==> config.mk <==
export PLATFORM = sky130hd
export DESIGN_NAME = pipe_stage_skid
export DESIGN_NICKNAME = d
export VERILOG_FILES = /design/src/rtl/pipe_pkg.sv /design/src/rtl/pipe_stage_skid_sat_counter.sv /design/src/rtl/pipe_stage_skid.sv
export SDC_FILE = /design/constraint.sdc
export NUM_CORES = 1
export LEC_CHECK = 0
export BUFFER_PORTS_ARGS = -buffer_cell sky130_fd_sc_hd__buf_2
export CORE_MARGIN = 5
export CORE_UTILIZATION = 50
export DETAILED_ROUTE_END_ITERATION = 16
export GPL_TIMING_DRIVEN = 0
export PLACE_DENSITY = 0.81
export SLEW_MARGIN = 10
export SYNTH_ARGS = -nofsm -noshare
export SYNTH_HDL_FRONTEND = slang
export SYNTH_HIERARCHICAL = 1
export SYNTH_SLANG_ARGS = --single-unit
==> constraint.sdc <==
create_clock -name clk -period 2.6 [get_ports clk]
set_input_delay 0 -clock clk [delete_from_list [all_inputs] [get_ports clk]]
set_output_delay 0 -clock clk [all_outputs]
set_load 0.01 [all_outputs]
==> src/rtl/pipe_pkg.sv <==
// Shared definitions for the generic elastic pipeline-stage register:
// occupancy encoding and default payload/control widths per concrete stage.
package pipe_pkg;

    typedef enum logic [1:0] {
        EMPTY = 2'd0,
        ONE   = 2'd1,
        FULL  = 2'd2
    } state_t;

    localparam int IF_ID_DATA_W  = 64;
    localparam int IF_ID_CTRL_W  = 4;
    localparam int ID_EX_DATA_W  = 64;
    localparam int ID_EX_CTRL_W  = 16;
    localparam int EX_MEM_DATA_W = 64;
    localparam int EX_MEM_CTRL_W = 8;
    localparam int MEM_WB_DATA_W = 48;
    localparam int MEM_WB_CTRL_W = 4;
    localparam int PERF_CNT_W    = 16;

endpackage

==> src/rtl/pipe_stage_skid_sat_counter.sv <==
// Saturating up-counter with a clear that overrides increment; frozen when en=0.
module sat_counter #(
    parameter int CNT_W = 16
) (
    input  logic             clk,
    input  logic             reset,
    input  logic             en,
    input  logic             inc,
    input  logic             clr,
    output logic [CNT_W-1:0] cnt
);

    // NOTE: sequential state is written with non-blocking assignments only.
    always_ff @(posedge clk or negedge reset) begin
        if (!reset) begin
            cnt <= '0;
        end else if (en) begin
            if (clr) begin
                cnt <= '0;
            end else if (inc && (cnt != {CNT_W{1'b1}})) begin
                cnt <= cnt + CNT_W'(1);
            end
        end
    end

endmodule

==> src/rtl/pipe_stage_skid.sv <==
// Generic valid/ready pipeline register with a 2-entry skid buffer, flush,
// global freeze and saturating stall/bubble counters.
module pipe_stage_skid
    import pipe_pkg::*;
#(
    parameter int DATA_W = 64,
    parameter int CTRL_W = 16,
    parameter int CNT_W  = 16
) (
    input  logic              clk,
    input  logic              reset,
    input  logic              clk_en,
    input  logic              flush,
    input  logic              in_valid,
    output logic              in_ready,
    input  logic [DATA_W-1:0] in_data,
    input  logic [CTRL_W-1:0] in_ctrl,
    output logic              out_valid,
    input  logic              out_ready,
    output logic [DATA_W-1:0] out_data,
    output logic [CTRL_W-1:0] out_ctrl,
    input  logic              cnt_clr,
    output logic [CNT_W-1:0]  stall_cnt,
    output logic [CNT_W-1:0]  bubble_cnt
);

    state_t            state_q, state_d;
    logic [DATA_W-1:0] e0_data_q, e0_data_d, e1_data_q, e1_data_d;
    logic [CTRL_W-1:0] e0_ctrl_q, e0_ctrl_d, e1_ctrl_q, e1_ctrl_d;
    logic              push, pop;

    // Ready depends only on held state and the enable, never on out_ready;
    // the reset term keeps every output low while reset is asserted.
    assign in_ready  = clk_en && reset && (state_q != FULL);
    assign out_valid = clk_en && (state_q != EMPTY);
    assign push      = in_valid && in_ready;
    assign pop       = out_valid && out_ready;
    assign out_data  = e0_data_q;
    assign out_ctrl  = e0_ctrl_q;

    always_comb begin
        // NOTE: every output of this block gets a default first so no latch is inferred.
        state_d   = state_q;
        e0_data_d = e0_data_q;
        e0_ctrl_d = e0_ctrl_q;
        e1_data_d = e1_data_q;
        e1_ctrl_d = e1_ctrl_q;
        if (flush) begin
            state_d   = EMPTY;
            e0_data_d = '0;
            e0_ctrl_d = '0;
            e1_data_d = '0;
            e1_ctrl_d = '0;
        end else if (clk_en) begin
            unique case (state_q)
                EMPTY: begin
                    if (push) begin
                        state_d   = ONE;
                        e0_data_d = in_data;
                        e0_ctrl_d = in_ctrl;
                    end
                end
                ONE: begin
                    if (push && pop) begin
                        e0_data_d = in_data;
                        e0_ctrl_d = in_ctrl;
                    end else if (push) begin
                        state_d   = FULL;
                        e1_data_d = in_data;
                        e1_ctrl_d = in_ctrl;
                    end else if (pop) begin
                        state_d   = EMPTY;
                        e0_data_d = '0;
                        e0_ctrl_d = '0;
                    end
                end
                FULL: begin
                    if (pop) begin
                        state_d   = ONE;
                        e0_data_d = e1_data_q;
                        e0_ctrl_d = e1_ctrl_q;
                        e1_data_d = '0;
                        e1_ctrl_d = '0;
                    end
                end
                default: state_d = EMPTY;
            endcase
        end
    end

    // NOTE: the two entries are plain flops, so they are reset like any other state.
    always_ff @(posedge clk or negedge reset) begin
        if (!reset) begin
            state_q   <= EMPTY;
            e0_data_q <= '0;
            e0_ctrl_q <= '0;
            e1_data_q <= '0;
            e1_ctrl_q <= '0;
        end else begin
            state_q   <= state_d;
            e0_data_q <= e0_data_d;
            e0_ctrl_q <= e0_ctrl_d;
            e1_data_q <= e1_data_d;
            e1_ctrl_q <= e1_ctrl_d;
        end
    end

    sat_counter #(.CNT_W(CNT_W)) u_stall_cnt (
        .clk   (clk),
        .reset (reset),
        .en    (clk_en),
        .inc   (out_valid && !out_ready),
        .clr   (cnt_clr),
        .cnt   (stall_cnt)
    );

    sat_counter #(.CNT_W(CNT_W)) u_bubble_cnt (
        .clk   (clk),
        .reset (reset),
        .en    (clk_en),
        .inc   (out_ready && !out_valid),
        .clr   (cnt_clr),
        .cnt   (bubble_cnt)
    );

endmodule

* Yosys cells after proc, flatten, opt, wreduce, memory -nomap -nowiden
Cells that the tools add are included.
** Word-level totals
- Register bits after elaboration :: 194
- Input port bits :: 87
- Output and inout port bits :: 114
- Logic and storage cells :: 81
** Cells by class
- Add/sub/neg operators :: 2
- Equal/unequal tests :: 12
- Mux-type cells :: 36
- Reduce and logical (&&, ||, !) cells :: 24
** Operators by type and width (number)
- 64-bit two-way mux :: 10
- 16-bit two-way mux :: 14
- 64-bit case mux with 3 select lines :: 1
- 64-bit case mux with 2 select lines :: 1
- 16-bit case mux with 3 select lines :: 1
- 16-bit by 1-bit adder with 16-bit output (second input constant) :: 2
- 16-bit != test (second input constant) :: 2
- 16-bit case mux with 2 select lines :: 1
- 2-bit two-way mux :: 7
- 3-bit != test (second input constant) :: 4
- 4-bit != test (second input constant) :: 3
- 1-bit logical AND :: 10
- 5-bit AND reduction :: 2
- 2-bit nonzero test :: 4
- 2-bit case mux with 3 select lines :: 1
- 6-bit AND reduction :: 1
- 2-bit AND reduction :: 2
- 4-bit nonzero test :: 1
- 3-bit nonzero test :: 1
- 2-bit by 1-bit equality test with 1-bit output (second input constant) :: 1
- 2-bit equality test (second input constant) :: 1
- 1-bit logical NOT :: 2
- 2-bit logical NOT :: 1
- 2-bit != test (second input constant) :: 1

* Logic depth before layout (Yosys ltp)
Gate-level depths: netlist of the first run.
- Depth in word-level cells :: 9
- Depth in mapped cells :: 9
- Mapped depth without buffers :: 9

* Cells and area by module
The synthesis of the first run kept the hierarchy.
** Modules (own cells, without submodules)
- pipe_stage_skid :: times used 1, cells each 578, area an instance 7329.5 um2, seq. area each 4053.9 um2
- sat_counter at u_stall_cnt :: times used 1, cells each 116, area an instance 1049.8 um2, seq. area each 400.4 um2
- sat_counter at u_bubble_cnt :: times used 1, cells each 119, area an instance 1042.2 um2, seq. area each 400.4 um2

* Least setup slack after synthesis of the first run
Ideal clock, no wire load.
- Path type :: flip-flop to flip-flop
- Start point :: reg state_q[0]
- End point :: reg u_bubble_cnt.cnt[9]
- Setup time :: 0.104 ns
- Arrival time :: 2.228 ns
- Path slack :: 0.268 ns
- Stages on the path, launching flop included :: 9
- Path buffers :: 0
- Clock period less this slack :: 2.332 ns
- Cell sequence :: dfrtp_1 > inv_1 > ha_1 > nand2b_1 > and2_1 > nand4_1 > or4_1 > or3_1 > o311ai_1
** On the way
- Cells in the longest elaborated chain, start to end :: 7
** RTL lines
- start: declaration :: RTL line pipe_stage_skid.sv:27 : state_t state_q, state_d;
- start signal: assignment :: RTL line pipe_stage_skid.sv:100 : state_q <= state_d;
- 2-bit nonzero test :: RTL line pipe_stage_skid.sv:35 : assign out_valid = clk_en && (state_q != EMPTY);
- 1-bit logical AND :: RTL line pipe_stage_skid.sv:35
- 1-bit logical NOT :: RTL line pipe_stage_skid.sv:121 : .inc (out_ready && !out_valid),
- 1-bit logical AND :: RTL line pipe_stage_skid.sv:121
- 1-bit logical AND :: RTL line pipe_stage_skid_sat_counter.sv:20 : end else if (inc && (cnt != {CNT_W{1'b1}})) begin
- 2-bit nonzero test (no line)
- 2-bit AND reduction (no line)
- end signal: assignment :: RTL line pipe_stage_skid_sat_counter.sv:21 : cnt <= cnt + CNT_W'(1);
- end: declaration :: RTL line pipe_stage_skid_sat_counter.sv:10 : output logic [CNT_W-1:0] cnt
No other way between the ends.
A chain may end at the register's enable or synchronous reset.

* Worst setup path in the final report of the first run
- Start point :: reg state_q[0]
- End point :: reg u_bubble_cnt.cnt[11]
Same word-level chain as after synthesis.

==> metrics.md, run 1 <==
| Metric | Value |
|---|---|
| Routed Wire Length | 27040 um |
| DR iter-0 viols | 498 |
| Internal power | 5.083 mW |
| Count of cell types in the netlist | 56 |
| Met2 WL | 13000 um |
| Vias in the first global route | 8285 |
| Final Hold Vio Count | 103 |
| Clk buf depth | 2 |
| Clock power share | 34.9% |
| First-pass GRT wire length | 44340 um |
| Psw | 2.161 mW |
| Fin Clk Skew | 0.01381 ns |
| Cell Rows | 50 |
| Arrival @ worst endpoint | 2.74 ns |
| Max-cap check violation count | 0 |
| WHS | -0.3820 ns |
| P per Cell Area | 596.0 mW/mm^2 |
| Pre-CTS setup slack | -0.2962 ns |
| Critical Path RT | 2.90 ns |
| Dpl cell area | 0.01075 mm^2 |
| Area of the core | 0.01864 mm^2 |
| Startpoint Class | flip-flop |
| Tot Pwr | 7.244 mW |
| Commonest non-fill, non-tap cell in the layout | buf_2 |
| Top Metal Used | met4 |
| # port buffers | 199 |
| Clock Latency Late Sink | 0.43 ns |
| Global route total overflow | 0 |
| Most frequent cells in the layout | buf_2, dfrtp_1, a22o_1, nor2b_1, dlygate4sd3_1 |
| Routed len/inst | 19.88 um |
| DIE WIDTH | 147.3 um |
| Pin count of the biggest net entering global routing | 108 |
| Starting density of the core | 50.54% |
| Outcome | finished, violations left |
| GRT Resource Usage Total | 24.94% |
| Final min period | 2.443 ns |
| VDD IR max | 452.2 uV |
| Critical path's largest stage delay | 0.55 ns |
| Seq/Total Area, Yosys | 51.53% |
| Setup slack after layout | 0.1570 ns |
| Slew HR | 43.66% |
| Total CTS buffers | 17 |
| Clock Sinks | 194 |
| LEAKAGE | 5.889 nW |
| Setup crit end kind | flip-flop |
| Synth warn | 6 |
| Area of the mapped netlist | 0.009422 mm^2 |
| Critical path fanouts, max | 6 |
| Violated checks | hold timing |
| CTS clk-pin slew, worst paths | 0.07 ns |
| Worst min path class | input pin to asynchronous set/reset pin |
| Logic pwr share | 19.7% |
| DPL Wire Length | 17530 um |
| Syn_nets | 905 |
| Slew @ Worst Pin | 0.8451 ns |
| CP max stage cell | or4_4 |
| Hold-fix buffers at CTS | 82 |
| Post-route cell area | 0.01215 mm^2 |
| Placer Congestion | 0.8647 |
| Crit path max-delay family | simple AND/OR/NAND/NOR gates |
| Layout Area Growth over Synthesis | 29.00% |
| #FFs+latches synth | 194 |
| Setup violators final | 0 |
| R2R cell count | 9 |
| Tcrit/Tclk final | 93.96% |
| Final Max Slew Viols | 0 |
| EDFF count, synth | 0 |
| Vias | 8269 |
| Asr flop ratio synth | 100.0% |
| Crit path depth | 9 |
| FMAX | 409.3 MHz |
| Die Area | 0.02169 mm^2 |
| DR DRC count | 0 |
| Critical path, cell by cell | inv_1, ha_1, nand2b_2, and2_2, nand4_1, or4_4, nor3_1, mux2i_1, o22ai_1 |
| Via-per-instance ratio | 6.080 |
| Met1 WL | 11980 um |
| Cells after Synth | 813 |
| Post-synth top flop | dfrtp_1 |
| Initial antenna violation count | 1 |
| CTS tree | done |
| Crit path kind | flip-flop to flip-flop |
| Io pins | 201 |
| Fin nets | 1205 |
| Router iterations before antenna repair | 5 |
| Flop pwr share | 45.4% |
| Switching share of total power | 29.83% |
| Routed Antenna Nets | 0 |
| Worst Path Buf+Inv | 1 |
| Routed wl met3 | 1437 um |
| Clk root buf | clkbuf_16 |
| Synthesized area per cell | 11.59 um^2 |
| Die H | 147.3 um |
| Final Core Density | 65.19% |
| Unrepaired setup endpoints after global routing | no |
| H-tree depth | 4 |
| Layout cells sized above 1 | 24.89% |
[power by group through the flow]
stage	Clock [mW]	Combinational, mW	Sequential (mW)
after floorplan	0	0.765	3.37
after global placement	0	1.28	3.34
after detailed placement	0	1.32	3.34
after CTS	2.58	1.42	3.28
after global routing	2.71	1.57	3.31
final	2.53	1.43	3.29
[synthesized netlist by cell type (3+ instances only)]
| master | number | area [um^2] |
|---|---|---|
| a21oi_1 | 8 | 40.04 |
| or4_1 | 9 | 67.56 |
| a221o_1 | 80 | 800.8 |
| o22ai_1 | 5 | 31.28 |
| nand3_1 | 28 | 140.1 |
| buf_6 | 11 | 123.9 |
| mux2i_1 | 4 | 40.04 |
| nor3_1 | 7 | 35.03 |
| o311ai_0 | 12 | 105.1 |
| nand4_1 | 11 | 68.82 |
| ha_1 | 5 | 62.56 |
| and3_1 | 3 | 18.77 |
| nand2b_1 | 19 | 118.9 |
| nor2b_1 | 88 | 550.5 |
| buf_2 | 13 | 65.06 |
| dfrtp_1 | 194 | 4855 |
| nand2_1 | 24 | 90.09 |
| inv_1 | 13 | 48.80 |
| or3_1 | 5 | 31.28 |
| o311ai_1 | 4 | 35.03 |
| nor2_1 | 14 | 52.55 |
| clkbuf_1 | 47 | 176.4 |
| a22o_1 | 161 | 1410 |
| o211ai_1 | 6 | 45.04 |
[area by class of cell]
cell class	count	area, um^2
Fill cell	1448	6489
Sequential cell	194	4855
Multi-Input combinational cell	534	4168
Timing Repair Buffer	283	1862
Clock buffer	18	439.2
Buffer	70	366.6
Tap cell	234	292.8
Clock inverter	13	120.1
Inverter	13	48.80
Antenna cell	1	2.502
[logic make-up after synthesis]
kind of cell	synth area share, %
compound gates	28.09
fa+ha+maj	0.6640
flops	51.53
mux	0.5445
simple gates	14.70
buf+inv	4.475
[stage by stage]
stage	hold WS, ns	cells	setup TNS [ns]
6_report	-0.3820	1360	0
5_1_grt	-0.3149	1360	0
4_1_cts	-0.3474	1360	0
3_5_place_dp	0.1120	1247	-19.65
3_3_place_gp	0.2099	1246	-810.44
2_1_floorplan	-0.2956	813	0
[registers in the layout, summed over array words and instances, names as in the netlist]
| signal | flops |
|---|---|
| u_bubble_cnt/cnt | 16 |
| state_q | 2 |
| out_data | 64 |
| e1_data_q | 64 |
| out_ctrl | 16 |
| u_stall_cnt/cnt | 16 |
| e1_ctrl_q | 16 |
[per-layer routing]
| layer | GRT usage, % | up-vias |
|---|---|---|
| met1 | 34.17 | 4130 |
| met4 | 8.527 | 0 |
| met3 | 4.750 | 47 |
| li1 | - | 3816 |
| met2 | 40.09 | 276 |
| met5 | 0 | - |
[worst paths after layout]
kind                                   start  slack [ns]                    to
worst max-delay path              state_q[0]        0.16  u_bubble_cnt/cnt[11]
worst min-delay path                   reset       -0.38   u_stall_cnt/cnt[10]
worst max register to register    state_q[0]        0.16  u_bubble_cnt/cnt[11]
worst min register to register  out_data[42]        0.50          out_data[42]
max in group asynchronous              reset        2.07           out_data[1]
min in group clk                      clk_en        0.04   u_bubble_cnt/cnt[7]
[timing repair]
item | in CTS | in global routing
resized for setup | 3 | 7
cloned | 0 | 0
hold endpoints to repair | 269 | 103
buffers inserted | 1 | 0
endpoints found under the setup margin | 83 | 74
Power figures use the tool's default switching activity.
==> run 2: changes to the inputs <==
Settings changed: ABC_AREA set to 1, CORE_MARGIN 5 to unset, PLACE_DENSITY 0.81 to 0.8.
==> run 2 against run 1 <==
  * The flow now finishes without violations
  * Clock skew decreased by 0.0023 ns
  * Hold slack gained 0.42 ns
  * Design area grew 7.4%
  * Sequential share of layout area fell by 2.7 points
  * Combinational power increased to 2.8 times the previous value
  * Critical path type unchanged
==> metrics.md, run 2 <==
| Metric | Value |
|---|---|
| Commonest non-fill, non-tap cell in the layout | nand2_1 |
| Final Core Density | 66.41% |
| Largest cells by area after synthesis | dfrtp_1, nand2_1, nor2_1 |
| Psw | 4.446 mW |
| Critical path, cell by cell | inv_1, ha_1, inv_2, buf_4, nand4_1, nand3_1, nand4_4, buf_4, clkbuf_1, nand2_1, nand2_1 |
| Routed Antenna Nets | 0 |
| Router iterations before antenna repair | 6 |
| Global route total overflow | 0 |
| Post-synth top cells | nand2_1, dfrtp_1, nor2_1 |
| Area leader, netlist | dfrtp_1 |
| Syn_nets | 1596 |
| First-pass GRT wire length | 45660 um |
| Clock power share | 23.3% |
| Critical Path RT | 2.97 ns |
| Synthesized area per cell | 6.744 um^2 |
| Area of the mapped netlist | 0.01014 mm^2 |
| CTS clk-pin slew, worst paths | 0.07 ns |
| Vias in the first global route | 9598 |
| GRT met2 Usage | 46.41% |
| Inserted Diodes | 0 |
| DR iter-0 viols | 600 |
| Clk buf depth | 2 |
| # port buffers | 200 |
| #FFs+latches synth | 194 |
| Cells after DPL | 1971 |
| Cells after Synth | 1504 |
| DIE WIDTH | 144.4 um |
| Switching share of total power | 39.32% |
| CTS tree | done |
| Clk root buf | clkbuf_16 |
| Max-cap check violation count | 0 |
| Count leader, synth | nand2_1 |
| Routed Wire Length | 28080 um |
| Layout cells sized above 1 | 16.74% |
| Most frequent cells in the layout | nand2_1, buf_2, dfrtp_1, nor2_1, dlygate4sd3_1 |
| Final TNS setup | 0 ns |
| Slew HR | 45.48% |
| Count of cell types in the netlist | 27 |
| Starting density of the core | 51.60% |
| Pin count of the biggest net entering global routing | 77 |
| Slew @ Worst Pin | 0.8178 ns |
| DPL Wire Length | 18200 um |
| Logic pwr share | 36.0% |
| Setup crit end kind | flip-flop |
| Final min period | 2.349 ns |
| Cell Rows | 51 |
| Setup violators final | 0 |
| Post-route cell area | 0.01305 mm^2 |
| Vias | 10419 |
| Crit path max-delay family | buffers and inverters |
| Arrival @ worst endpoint | 2.72 ns |
| Unrepaired setup endpoints after global routing | no |
| Seq/Total Area, Yosys | 47.87% |
| Layout Area Growth over Synthesis | 28.68% |
| GRT Resource Usage Total | 27.82% |
| Post-synth top area share | 47.87% |
| Synth warn | 6 |
| CP max stage cell | dfrtp_1 |
| FMAX | 425.7 MHz |
| EDFF count, synth | 0 |
| Internal power | 6.862 mW |
| Post-synth top flop | dfrtp_1 |
| H-tree depth | 4 |
| Initial antenna violation count | 0 |
| Asr flop ratio synth | 100.0% |
| Worst Path Buf+Inv | 5 |
| Startpoint Class | flip-flop |
| Flop pwr share | 40.7% |
| Clock Sinks | 194 |
| Final Hold Vio Count | 0 |
| P per Cell Area | 866.4 mW/mm^2 |
| Tot Pwr | 11.31 mW |
| Routed len/inst | 13.42 um |
| Worst min path class | input pin to flip-flop |
| Tcrit/Tclk final | 90.35% |
| LEAKAGE | 7.741 nW |
| Placer Congestion | 0.9064 |
| VDD IR max | 500.1 uV |
| Outcome | completed |
| Clock Latency Late Sink | 0.43 ns |
| Die Area | 0.02086 mm^2 |
| Final Max Slew Viols | 0 |
| Via-per-instance ratio | 4.978 |
| DR DRC count | 0 |
| Die H | 144.4 um |
| Critical path's largest stage delay | 0.42 ns |
| Area of the core | 0.01965 mm^2 |
| Met3 usage | 4.603% |
| Crit path kind | flip-flop to flip-flop |
| Dpl cell area | 0.01154 mm^2 |
| Fin Clk Skew | 0.01150 ns |
| Total CTS buffers | 17 |
| Non-filler cells, final | 2093 |
| Critical path fanouts, max | 10 |
| Met1 GRT Util | 36.62% |
| Io pins | 201 |
| Gr busiest metal | met2 |
| Fin nets | 1907 |
## run 2: changes by cell type in the layout (fill, tap and decap cells not counted), sizes merged, moves of 10 or more
| cell | previous run | this run |
|---|---|---|
| or4 | 10 | 0 |
| nand2b | 19 | 0 |
| inv | 19 | 49 |
| nor2 | 14 | 148 |
| a22o | 161 | 0 |
| buf | 226 | 245 |
| nand2 | 24 | 971 |
| a221o | 80 | 0 |
| nor2b | 88 | 0 |
| o311ai | 16 | 0 |
## run 2: path summary, 6_finish.rpt
| path | slack, ns | start | end | depth (start not counted) |
|---|---|---|---|---|
| min in group asynchronous | 0.06 | reset | out_data[22] | 2 |
| setup reg to reg | 0.25 | state_q[0] | out_data[48] | 11 |
| setup / recovery | 0.25 | state_q[0] | out_data[48] | 11 |
| max in group asynchronous | 1.82 | reset | state_q[0] | 3 |
| hold reg to reg | 0.47 | e1_data_q[58] | e1_data_q[58] | 2 |
| hold / removal | 0.04 | out_ready | state_q[1] | 4 |
## run 2: worst min-delay path: cells and delay by family
family        cells  cell delay (ns)
buf+inv           1             0.10
simple gates      3             0.33
## run 2: area by class of cell
cell class,count,area [um^2]
multi-input combinational,1194,4795
buffer,72,344.1
inverter,44,165.2
clock buffer,19,452.9
fill,1646,6603
sequential,194,4855
clock inverter,13,143.9
tap,265,331.6
timing repair buffer,292,1964
## run 2: power groups by stage
stage,registers [mW],logic (mW),clock network (mW)
floorplan,4.78,2.13,0
global placement,4.57,3.70,0
detailed placement,4.61,3.80,0
CTS,4.56,3.96,2.69
global route,4.69,4.61,2.80
finish,4.60,4.07,2.64
## run 2: repair_timing
action	in CTS	in global routing
endpoints found under the setup margin	80	83
hold buffers	84	0
resized for setup	1	2
endpoints found under the hold margin	357	0
gates cloned	0	0
buffers inserted	3	3
pin swaps	1	1
## run 2: cells by family (layout without fill, tap and decap cells)
family,after synthesis,in the layout,synth area share (%)
compound gates,22,22,1.406
xor+xnor,2,2,0.1727
fa+ha+maj,5,5,0.6168
buf+inv,116,440,5.021
flops,194,194,47.87
simple gates,1165,1165,44.92
## run 2: routing by layer
layer  vias up  routed length, um  part of all wire (%)
li1       5153                  -                     -
met1      4754              12080                    43
met2       437              13330                    47
met3        75               1954                   7.0
met4         0                714                   2.5
met5         -                  0                     0
## run 2: per-stage QoR
step	hold WS, ns	setup slack (ns)
after CTS	0.007360	0.1098
after floorplan	-0.2956	0.8356
final	0.04273	0.2510
after global placement	0.3031	-2.876
after detailed placement	-0.07193	-0.1259
after global routing	0.07707	0.02768
==> run 3: changes to the inputs <==
Settings changed: BUFFER_PORTS_ARGS -buffer_cell sky130_fd_sc_hd__buf_2 to -buffer_cell sky130_fd_sc_hd__buf_4.
==> run 3 against run 2 <==
  * Sequential share of layout area down 1.4 points
  * Fmax decreased by 1.8%
  * Clock skew shrank 0.0034 ns
  * Global-route usage down 0.45 points
  * Combinational power grew 7.9%
  * Critical path depth rose by 2
  * Hold slack got worse by 0.024 ns
  * Die area stayed put
  * Design area grew 4.0%
  * Routed wire length decreased by 1.1%
  * Non-clock buffer count increased by 1
  * Critical path type unchanged
  * Critical endpoint is now out_data[47]
  * Highest routed layer unchanged
==> metrics.md, run 3 (same netlist as run 2, synthesis figures left out) <==
| Metric | Value |
|---|---|
| DR iter-0 viols | 651 |
| Die Area | 0.02086 mm^2 |
| WHS | 0.01918 ns |
| R2R Path Start | state_q[0] |
| Slew HR | 44.38% |
| Die H | 144.4 um |
| Final Hold Vio Count | 0 |
| VDD IR max | 523.2 uV |
| Area of the core | 0.01965 mm^2 |
| Layout cells sized above 1 | 16.79% |
| Global route total overflow | 0 |
| Crit path kind | flip-flop to flip-flop |
| Total CTS buffers | 17 |
| Internal power | 7.354 mW |
| Tcrit/Tclk final | 91.97% |
| Vias | 10339 |
| Pin count of the biggest net entering global routing | 109 |
| Routed Wire Length | 27790 um |
| DPL Wire Length | 18380 um |
| Setup slack after layout | 0.2088 ns |
| Tot Pwr | 11.81 mW |
| Critical Path RT | 2.97 ns |
| GRT Resource Usage Total | 27.37% |
| Fin nets | 1908 |
| Most frequent cells in the layout | nand2_1, buf_4, dfrtp_1, nor2_1, dlygate4sd3_1 |
| Cell Rows | 51 |
| # port buffers | 200 |
| Via-per-instance ratio | 4.935 |
| Arrival @ worst endpoint | 2.76 ns |
| Clk root buf | clkbuf_16 |
| LEAKAGE | 7.845 nW |
| Fin Clk Skew | 0.008108 ns |
| R2R Setup Slk | 0.21 ns |
| Setup violators final | 0 |
| FMAX | 418.2 MHz |
| Routed Antenna Nets | 0 |
| First-pass GRT wire length | 45220 um |
| Critical path fanouts, max | 10 |
| Clock Latency Late Sink | 0.43 ns |
| Non-filler cells, final | 2095 |
| Unrepaired setup endpoints after global routing | no |
| Max-cap check violation count | 0 |
| Commonest non-fill, non-tap cell in the layout | nand2_1 |
| Hold_sp | out_ready |
| CTS clk-pin slew, worst paths | 0.07 ns |
| Final min period | 2.391 ns |
| Switching share of total power | 37.73% |
| Initial antenna violation count | 1 |
| Logic pwr share | 37.2% |
| Psw | 4.456 mW |
| Slew @ Worst Pin | 0.8343 ns |
| Setup crit end kind | flip-flop |
| Pre-CTS setup slack | -0.1239 ns |
| Flop pwr share | 39.0% |
| H-tree depth | 4 |
| Router iterations before antenna repair | 5 |
| Starting density of the core | 51.60% |
| Startpoint Class | flip-flop |
| Final Max Slew Viols | 0 |
| Routed len/inst | 13.26 um |
| Placer Congestion | 0.8958 |
| DIE WIDTH | 144.4 um |
| Clock power share | 23.8% |
| Fill cells | 1604 |
| Io pins | 201 |
| DR DRC count | 0 |
| Cells after DPL | 1970 |
| Layout Area Growth over Synthesis | 33.86% |
| CTS tree | done |
| Clk buf depth | 2 |
| Final Core Density | 69.08% |
| Clock Sinks | 194 |
| Vias in the first global route | 9489 |
| P per Cell Area | 869.8 mW/mm^2 |
| CP startpoint | state_q[0] |
| Worst min path class | input pin to flip-flop |
| Outcome | completed |
-- run 3: worst paths after layout --
kind | end | depth (start not counted)
max | out_data[47] | 13
min | u_stall_cnt/cnt[6] | 6
max in group asynchronous | e1_data_q[63] | 3
min reg2reg | e1_data_q[58] | 2
max reg2reg | out_data[47] | 13
min in group asynchronous | out_data[25] | 2
-- run 3: cell type report --
cell class | instances | area (um^2) | area share (%)
antenna | 1 | 2.502 | 0.01843
clock inverter | 15 | 214.0 | 1.576
multi-input combinational | 1194 | 4790 | 35.28
clock buffer | 17 | 425.4 | 3.133
tap | 265 | 331.6 | 2.442
inverter | 44 | 165.2 | 1.216
timing repair buffer | 293 | 2450 | 18.04
sequential | 194 | 4855 | 35.76
buffer | 72 | 344.1 | 2.534
-- run 3: timing repair --
item                                    4_1_cts  5_1_grt
resized for setup                             1        1
hold endpoints to repair                    251        0
setup buffers                                 2        6
hold buffers                                 84        0
pin swaps                                     1        1
gates cloned                                  0        0
endpoints found under the setup margin       80      159
-- run 3: per-layer routing --
layer,vias up,global-route usage [%],part of all wire (%)
met1,4756,36.38,44
met3,33,4.834,6.6
met4,0,7.258,1.6
met2,396,45.95,48
li1,5154,-,-
met5,-,0,0
-- run 3: power groups by stage --
stage	Clock [mW]	Combinational, mW	Sequential, mW
4_1_cts	2.86	4.30	4.60
3_3_place_gp	0	4.04	4.61
2_1_floorplan	0	2.13	4.78
5_1_grt	2.97	4.93	4.71
6_report	2.81	4.39	4.61
3_5_place_dp	0	4.13	4.64
-- run 3: critical path: stages, from the launching register on --
cell,delay (ns)
dfrtp_1,0.41
inv_1,0.08
ha_1,0.25
inv_2,0.07
buf_4,0.21
nand3_1,0.15
nor2_2,0.20
nand3_1,0.11
nand2_2,0.26
buf_2,0.28
nand2_1,0.11
nand2_1,0.08
nand2_1,0.05
nand2_1,0.05
-- run 3: per-stage QoR --
step                      setup TNS, ns  cell area (um^2)
after floorplan                       0             10140
after global placement          -177.49             11980
after detailed placement         -6.222             12010
after CTS                             0             13530
after global routing                  0             13580
final                                 0             13580
